## config.mk

```make
export PLATFORM = sky130hd
export DESIGN_NAME = ysyx_23060201_ctrl_flat
export DESIGN_NICKNAME = d
export VERILOG_FILES = /design/src/rtl/ysyx_23060201_ctrl_if.sv /design/src/rtl/ysyx_23060201_ctrl.sv /design/src/flat_wrapper.sv
export SDC_FILE = /design/constraint.sdc
export NUM_CORES = 1
export LEC_CHECK = 0
export CAP_MARGIN = 30
export CORE_MARGIN = 2
export CORE_UTILIZATION = 44
export DETAILED_ROUTE_END_ITERATION = 8
export GPL_ROUTABILITY_DRIVEN = 1
export GPL_TIMING_DRIVEN = 0
export PLACE_DENSITY_LB_ADDON = 0.25
export SYNTH_ARGS = -nofsm -noshare
export SYNTH_HDL_FRONTEND = slang
export SYNTH_SLANG_ARGS = --single-unit
```

## constraint.sdc

```tcl
create_clock -name clk -period 2.31 [get_ports clk]
set_clock_uncertainty 0.05 [all_clocks]
set_input_delay 0.231 -clock clk [delete_from_list [all_inputs] [get_ports clk]]
set_output_delay 0.231 -clock clk [all_outputs]
set_load 0.02 [all_outputs]
```

## src/rtl/ysyx_23060201_ctrl_if.sv

```systemverilog
// Memory-side handshake bundle for the NPC sequencer: instruction fetch port and data port.
// The master side is the sequencer; the slave side is the memory system.
interface ysyx_23060201_ctrl_if;
    logic        ifu_req_valid;
    logic        ifu_req_ready;
    logic [31:0] ifu_addr;
    logic        ifu_rsp_valid;
    logic [31:0] ifu_rsp_data;
    logic        lsu_req_valid;
    logic        lsu_req_ready;
    logic        lsu_rsp_valid;
    logic        mem_we;

    modport master (
        output ifu_req_valid, ifu_addr, lsu_req_valid, mem_we,
        input  ifu_req_ready, ifu_rsp_valid, ifu_rsp_data, lsu_req_ready, lsu_rsp_valid
    );

    modport slave (
        input  ifu_req_valid, ifu_addr, lsu_req_valid, mem_we,
        output ifu_req_ready, ifu_rsp_valid, ifu_rsp_data, lsu_req_ready, lsu_rsp_valid
    );
endinterface

```

## src/rtl/ysyx_23060201_ctrl.sv

```systemverilog
// Multi-cycle sequencer for the single-issue NPC core: fetch -> execute -> memory -> writeback,
// with sticky halt on ebreak or on a memory-response timeout.
module ysyx_23060201_ctrl #(
    parameter logic [31:0] RESET_PC = 32'h8000_0000,
    parameter int          TIMEOUT  = 255,
    parameter int          CNT_W    = 32
) (
    input  logic                 clk,
    input  logic                 rst_n,
    ysyx_23060201_ctrl_if.master bus,
    output logic [31:0]          inst,
    input  logic                 dec_load,
    input  logic                 dec_store,
    input  logic                 dec_ebreak,
    input  logic [31:0]          exu_dnpc,
    output logic                 gpr_we,
    output logic [31:0]          pc,
    output logic                 commit,
    output logic [CNT_W-1:0]     retired,
    output logic                 halt,
    output logic                 err
);
    localparam int CW = $clog2(TIMEOUT + 1);
    localparam logic [CW-1:0] WAIT_LAST = CW'(TIMEOUT - 1);

    typedef enum logic [2:0] {
        IDLE, F_REQ, F_WAIT, EXEC, M_REQ, M_WAIT, WB, HALT
    } state_t;

    state_t          state_reg;
    logic [31:0]     pc_reg;
    logic [31:0]     inst_reg;
    logic [CNT_W-1:0] retired_reg;
    logic [CW-1:0]   wait_cnt_reg;
    logic            is_store_reg;
    logic            ifu_req_valid_reg;
    logic            lsu_req_valid_reg;
    logic            mem_we_reg;
    logic            gpr_we_reg;
    logic            commit_reg;
    logic            halt_reg;
    logic            err_reg;
    logic            stalled;

    // Any cycle spent in a request/response state without the awaited handshake.
    always_comb begin
        stalled = 1'b0;
        case (state_reg)
            F_REQ:   stalled = ~bus.ifu_req_ready;
            F_WAIT:  stalled = ~bus.ifu_rsp_valid;
            M_REQ:   stalled = ~bus.lsu_req_ready;
            M_WAIT:  stalled = ~bus.lsu_rsp_valid;
            default: stalled = 1'b0;
        endcase
    end

    always_ff @(posedge clk or negedge rst_n) begin
        if (!rst_n) begin
            state_reg         <= IDLE;
            pc_reg            <= RESET_PC;
            inst_reg          <= '0;
            retired_reg       <= '0;
            wait_cnt_reg      <= '0;
            is_store_reg      <= 1'b0;
            ifu_req_valid_reg <= 1'b0;
            lsu_req_valid_reg <= 1'b0;
            mem_we_reg        <= 1'b0;
            gpr_we_reg        <= 1'b0;
            commit_reg        <= 1'b0;
            halt_reg          <= 1'b0;
            err_reg           <= 1'b0;
        end else if (stalled) begin
            if (wait_cnt_reg == WAIT_LAST) begin
                state_reg         <= HALT;
                halt_reg          <= 1'b1;
                err_reg           <= 1'b1;
                ifu_req_valid_reg <= 1'b0;
                lsu_req_valid_reg <= 1'b0;
                mem_we_reg        <= 1'b0;
            end else begin
                wait_cnt_reg <= wait_cnt_reg + 1'b1;
            end
        end else begin
            // Every forward step restarts the wait budget for the next state.
            wait_cnt_reg <= '0;
            case (state_reg)
                IDLE: begin
                    state_reg         <= F_REQ;
                    ifu_req_valid_reg <= 1'b1;
                end
                F_REQ: begin
                    state_reg         <= F_WAIT;
                    ifu_req_valid_reg <= 1'b0;
                end
                F_WAIT: begin
                    state_reg <= EXEC;
                    inst_reg  <= bus.ifu_rsp_data;
                end
                EXEC: begin
                    if (dec_ebreak) begin
                        state_reg <= HALT;
                        halt_reg  <= 1'b1;
                    end else if (dec_load || dec_store) begin
                        state_reg         <= M_REQ;
                        lsu_req_valid_reg <= 1'b1;
                        mem_we_reg        <= dec_store;
                        is_store_reg      <= dec_store;
                    end else begin
                        state_reg    <= WB;
                        is_store_reg <= 1'b0;
                        commit_reg   <= 1'b1;
                        gpr_we_reg   <= 1'b1;
                    end
                end
                M_REQ: begin
                    state_reg         <= M_WAIT;
                    lsu_req_valid_reg <= 1'b0;
                    mem_we_reg        <= 1'b0;
                end
                M_WAIT: begin
                    state_reg  <= WB;
                    commit_reg <= 1'b1;
                    gpr_we_reg <= ~is_store_reg;
                end
                WB: begin
                    state_reg         <= F_REQ;
                    pc_reg            <= exu_dnpc;
                    retired_reg       <= retired_reg + CNT_W'(1);
                    commit_reg        <= 1'b0;
                    gpr_we_reg        <= 1'b0;
                    ifu_req_valid_reg <= 1'b1;
                end
                default: ;
            endcase
        end
    end

    assign bus.ifu_req_valid = ifu_req_valid_reg;
    assign bus.ifu_addr      = pc_reg;
    assign bus.lsu_req_valid = lsu_req_valid_reg;
    assign bus.mem_we        = mem_we_reg;
    assign inst              = inst_reg;
    assign gpr_we            = gpr_we_reg;
    assign pc                = pc_reg;
    assign commit            = commit_reg;
    assign retired           = retired_reg;
    assign halt              = halt_reg;
    assign err               = err_reg;
endmodule

```

## src/flat_wrapper.sv

```systemverilog
// flat-port wrapper written by rule: the top's interface ports become plain ports
module ysyx_23060201_ctrl_flat 
#(
    parameter logic [31:0] RESET_PC = 32'h8000_0000,
    parameter int          TIMEOUT  = 255,
    parameter int          CNT_W    = 32
)
  (clk, rst_n, inst, dec_load, dec_store, dec_ebreak, exu_dnpc, gpr_we, pc, commit, retired, halt, err, bus_ifu_req_valid, bus_ifu_addr, bus_lsu_req_valid, bus_mem_we, bus_ifu_req_ready, bus_ifu_rsp_valid, bus_ifu_rsp_data, bus_lsu_req_ready, bus_lsu_rsp_valid);
  ysyx_23060201_ctrl_if bus_i ();
  input  logic clk;
  input  logic rst_n;
  output logic [31:0] inst;
  input  logic dec_load;
  input  logic dec_store;
  input  logic dec_ebreak;
  input  logic [31:0] exu_dnpc;
  output logic gpr_we;
  output logic [31:0] pc;
  output logic commit;
  output logic [CNT_W-1:0] retired;
  output logic halt;
  output logic err;
  output wire logic [$bits(bus_i.ifu_req_valid)-1:0] bus_ifu_req_valid;
  output wire logic [$bits(bus_i.ifu_addr)-1:0] bus_ifu_addr;
  output wire logic [$bits(bus_i.lsu_req_valid)-1:0] bus_lsu_req_valid;
  output wire logic [$bits(bus_i.mem_we)-1:0] bus_mem_we;
  input wire logic [$bits(bus_i.ifu_req_ready)-1:0] bus_ifu_req_ready;
  input wire logic [$bits(bus_i.ifu_rsp_valid)-1:0] bus_ifu_rsp_valid;
  input wire logic [$bits(bus_i.ifu_rsp_data)-1:0] bus_ifu_rsp_data;
  input wire logic [$bits(bus_i.lsu_req_ready)-1:0] bus_lsu_req_ready;
  input wire logic [$bits(bus_i.lsu_rsp_valid)-1:0] bus_lsu_rsp_valid;
  assign bus_ifu_req_valid = bus_i.ifu_req_valid;
  assign bus_ifu_addr = bus_i.ifu_addr;
  assign bus_lsu_req_valid = bus_i.lsu_req_valid;
  assign bus_mem_we = bus_i.mem_we;
  assign bus_i.ifu_req_ready = bus_ifu_req_ready;
  assign bus_i.ifu_rsp_valid = bus_ifu_rsp_valid;
  assign bus_i.ifu_rsp_data = bus_ifu_rsp_data;
  assign bus_i.lsu_req_ready = bus_lsu_req_ready;
  assign bus_i.lsu_rsp_valid = bus_lsu_rsp_valid;
  ysyx_23060201_ctrl #(.RESET_PC(RESET_PC), .TIMEOUT(TIMEOUT), .CNT_W(CNT_W)) u_core (.clk(clk), .rst_n(rst_n), .bus(bus_i), .inst(inst), .dec_load(dec_load), .dec_store(dec_store), .dec_ebreak(dec_ebreak), .exu_dnpc(exu_dnpc), .gpr_we(gpr_we), .pc(pc), .commit(commit), .retired(retired), .halt(halt), .err(err));
endmodule
```

Word level (Yosys, flattened, before mapping)
Cells that the tools add are included.
{"block": "op_classes", "add_sub_neg": 2, "n_eq_ne": 13, "mux": 28, "bitwise": 7, "reduce_logical": 18}
{"cell": "$add A32 B1 Y32 const B", "n": 1}
{"cell": "$pmux W3 S6", "n": 1}
{"cell": "$mux W8", "n": 2}
{"cell": "$mux W1", "n": 15}
{"cell": "$reduce_and A2 Y1", "n": 5}
{"cell": "$eq A3 B3 Y1 const B", "n": 3}
{"cell": "$mux W3", "n": 3}
{"cell": "$reduce_bool A3 Y1", "n": 3}
{"cell": "$add A8 B1 Y8 const B", "n": 1}
{"cell": "$eq A8 B8 Y1 const B", "n": 1}
{"cell": "$ne A2 B2 Y1 const B", "n": 4}
{"cell": "$reduce_and A4 Y1", "n": 2}
{"cell": "$not A1 Y1", "n": 7}
{"cell": "$reduce_bool A7 Y1", "n": 1}
{"cell": "$eq A3 B2 Y1 const B", "n": 2}
{"cell": "$pmux W1 S2", "n": 3}
{"cell": "$pmux W1 S3", "n": 2}
{"cell": "$reduce_and A3 Y1", "n": 2}
{"cell": "$pmux W1 S4", "n": 1}
{"cell": "$reduce_bool A2 Y1", "n": 2}
{"cell": "$eq A3 B1 Y1 const B", "n": 1}
{"cell": "$logic_not A3 Y1", "n": 1}
{"cell": "$ne A3 B1 Y1 const B", "n": 1}
{"cell": "$ne A3 B2 Y1 const B", "n": 1}
{"cell": "other kinds (3)", "n": 3}
{"block": "word_totals", "reg_bits": 115, "in_bits": 73, "output_inout_bits": 135, "wordCells": 81}

Depth between registers and ports, before layout
{"block": "depth", "depth_word": 5, "mapped_depth": 7, "depth_no_buf": 6}

Worst setup path before layout
OpenSTA, ideal clock, no wires.
{"block": "synth_timing", "path_type": "register to register", "from": "reg u_core.retired_reg[0] (netlist: u_core.retired[0])", "to": "reg u_core.retired_reg[24] (netlist: u_core.retired[24])", "arrival_ps": 1542, "path_slack_ps": 587, "path_stages_with_launch": 6, "path_buffers": 0, "period_less_slack_ps": 1723, "cell_sequence": "dfrtp_1 -> ha_1 -> nand4b_4 -> nor4_4 -> nand4_1 -> xnor2_1"}
{"block": "synth_between", "elab_chain_cells": 1}
{"element": "start, declared", "line": "ysyx_23060201_ctrl.sv:33", "source": "logic [CNT_W-1:0] retired_reg;"}
{"element": "start signal, assigned", "line": "ysyx_23060201_ctrl.sv:128", "source": "retired_reg <= retired_reg + CNT_W'(1);"}
{"element": "$add A32 B1 Y32", "line": "ysyx_23060201_ctrl.sv:128"}
Every way passes these cells.
A chain may end at the register's enable or synchronous reset.

Worst setup path in the final report
{"block": "layout_timing", "from": "reg u_core.state_reg[2]", "to": "reg u_core.inst_reg[19] (netlist: u_core.inst[19])"}
{"block": "layout_between", "elab_chain_cells": 4, "elab_cells_between_ends": 7}
{"element": "start, declared", "line": "ysyx_23060201_ctrl.sv:30", "source": "state_t state_reg;"}
{"element": "start signal, assigned", "line": "ysyx_23060201_ctrl.sv:59", "source": "state_reg <= IDLE;"}
{"element": "start signal, assigned", "line": "ysyx_23060201_ctrl.sv:74", "source": "state_reg <= HALT;"}
{"element": "start signal, assigned", "line": "ysyx_23060201_ctrl.sv:88", "source": "state_reg <= F_REQ;"}
{"element": "$eq A3 B3 Y1 (tied with other cells)", "line": "ysyx_23060201_ctrl.sv:48", "source": "case (state_reg)"}
{"element": "$pmux W1 S4", "line": "ysyx_23060201_ctrl.sv:48"}
{"element": "$not A1 Y1 (no source line)"}
{"element": "$reduce_and A2 Y1 (no source line) (*)"}
{"element": "end signal, assigned", "line": "ysyx_23060201_ctrl.sv:97", "source": "inst_reg <= bus.ifu_rsp_data;"}
{"element": "end, declared", "line": "ysyx_23060201_ctrl.sv:32", "source": "logic [31:0] inst_reg;"}
Mark *: on every way between the ends. The rest lies on a longest branch, timed or not.

==> metrics.txt <==
io pins=208; worst slew pin tran=703 ps; Gate power share=45.7%; Max H-tree Level=4; P_int=0.00726 W; ys async rst share=100%; CTS Sinks=115; vias in the first global route=4229; VDD IR-drop max=0.654 mV; largest net degree at the start of global routing=65; DR WL/cell=15.8 um; initial drt markers=181; Setup violations, final=0; clock period minus worst slack=1920 ps; Port-buffer cells=207; post-synthesis sequential area ratio=54.6%; top_reg_cell synth=dfrtp_1; CP Launch Type=flop; post-route ant nets=0; # fillers=848; most common cell after layout, fill and taps aside=clkdlybuf4s50_1; Final Hold Vio Count=0; vias per inst=4.96; Starting Density=45.6%; Rows=39; fmax=0.520 GHz; NetSw=0.00395 W; Flop pwr share=28.5%; RSZ-0062 raised after global routing=no; outcome=completed; worst-skew pair later-pin latency=400 ps; Placer Congestion=0.839; Num CTS Buffers=17; DR pass1 iterations=4; Worst Hold Class=in2reg; global route overflow=0; Core Util, Final=71.0%; Detailed Route WL=13600 um; synth warn=0; slew margin rel.=53.1%; synthesis-to-layout area growth=55.8%; Residual DRC=0; final net count=779; syn nets=551; Setup Slack @ Placement=262 ps; Worst Slack Setup Final=388 ps; CP Data Arrival Time=2150 ps; Post-synth EDFFs=0; Switching Fraction=35.2%; post-CTS setup buffers=0; R2R depth=5; via count=4252; DPL Wire Length=10000 um; DIE AREA=0.0129 sq mm; Crit Path Class=reg2reg; Yosys reg bits=115; Syn Std Cell Area=0.00527 sq mm; final count of pins violating max slew=0; DIE HEIGHT=113 um; Tot GR Track Use=22.0%; first-pass GRT wire length=22300 um; Max FO, Critical Path=10; CP Capture Type=flop; Synth Instances=475; most frequent cells in the layout=clkdlybuf4s50_1, nand2_1, dfrtp_1; ANT cells=0; core area=0.0116 sq mm; Worst Path Required=2540 ps; Yosys cell types=52; Clk pwr share=25.8%; Hold Crit Depth=3; CTS max path bufs=2; leakage power=3.68 nW; MaxCap Viol Count=0; clock transition at the registers of the reported paths=60 ps; Overall Power=0.0112 W; initial antenna violation count=0; die width=113 um; pwr/cell area=1360 mW/mm^2; CTS Root Cell=clkbuf_16; Syn Area/Cell=11.1 sq um; TritonCTS clock tree=done; fraction of layout cells with a size suffix above 1=18.5%; period utilisation layout=83.2%
==> synthesized netlist by cell type, drive strengths merged (2+ instances only) <==
library cell	n	area (sq um)
nor2	17	68.8
nand4	16	136
a31oi	2	12.5
nand4b	2	32.5
clkbuf	3	11.3
nor3	6	41.3
and3	4	25.0
xor2	6	52.6
ha	3	37.5
o21ai	4	20.0
o31ai	2	15.0
nand3b	3	22.5
dfrtp	114	2850
or2	2	12.5
nor4	6	67.6
nor3b	4	41.3
mux2	33	372
xnor2	30	263
a211oi	5	50.1
nor4b	3	45.0
nand2	117	439
a211o	2	17.5
inv	5	18.8
nand3	19	95.1
nor2b	3	26.3
and2	2	12.5
and4	2	17.5
buf	49	344
==> path summary, 6_finish.rpt <==
| check | slack (ps) | start | endpoint |
|---|---|---|---|
| max reg2reg | 390 | u_core.state_reg[2]$_DFFE_PN0P_ | u_core.inst[19]$_DFFE_PN0P_ |
| min | 280 | exu_dnpc[31] | u_core.bus.ifu_addr[31]$_DFFE_PN1P_ |
| min reg2reg | 430 | u_core.retired[31]$_DFFE_PN0P_ | u_core.retired[31]$_DFFE_PN0P_ |
| min in group asynchronous | 360 | rst_n | u_core.retired[27]$_DFFE_PN0P_ |
| max in group asynchronous | 1100 | rst_n | u_core.bus.ifu_addr[14]$_DFFE_PN0P_ |
| max | 390 | u_core.state_reg[2]$_DFFE_PN0P_ | u_core.inst[19]$_DFFE_PN0P_ |
==> kinds of logic after synthesis <==
logic type | synth area share [%]
simple gates | 21.4
flops | 54.6
buf+inv | 7.10
xor+xnor | 5.98
mux | 7.24
compound gates | 2.90
fa+ha+maj | 0.712
==> worst max-delay path: stages, from the launching register on <==
cell and delay (ps):
dfrtp_1 350, buf_2 180, buf_2 210, nor3b_4 380, buf_4 270, mux2_2 360
==> cell type report <==
| class | instances | area, sq um | area share [%] |
|---|---|---|---|
| clock buffers | 17 | 425 | 5.18 |
| clock inverters | 14 | 229 | 2.79 |
| multi-input cells | 303 | 2020 | 24.6 |
| plain buffers | 52 | 355 | 4.33 |
| flip-flops and latches | 115 | 2880 | 35.1 |
| well taps | 143 | 179 | 2.18 |
| repair buffers | 209 | 2110 | 25.7 |
| inverters | 5 | 18.8 | 0.229 |
==> timing repair <==
action	in CTS	in global routing
endpoints found under the setup margin	0	0
gates resized for setup	0	0
hold endpoints to repair	50	0
hold buffers	1	0
==> power by group through the flow <==
stage	clock network [W]	logic [W]	registers [W]
detailed placement	0	0.00515	0.00323
global route	0.00303	0.00548	0.00329
global placement	0	0.00505	0.00319
CTS	0.00293	0.00519	0.00320
floorplan	0	0.00205	0.00391
finish	0.00289	0.00512	0.00319
==> stage by stage <==
step | instances | cell area, sq um | hold slack (ps) | setup TNS (ps)
3_5_place_dp | 826 | 7550 | 273 | 0
3_3_place_gp | 825 | 7520 | 404 | -384190
5_1_grt | 858 | 8210 | 275 | 0
4_1_cts | 858 | 8210 | 270 | 0
6_report | 858 | 8210 | 278 | 0
2_1_floorplan | 475 | 5270 | -115 | 0
==> metal layers <==
metal / up-vias / part of all wire [%] / track usage [%]
met5: - / 0 / 0
met3: 25 / 6.2 / 5.90
met2: 152 / 50 / 37.3
met4: 0 / 2.1 / 8.37
li1: 2030 / - / -
met1: 2045 / 42 / 27.0
No activity file was read; power rests on OpenSTA's default activity.
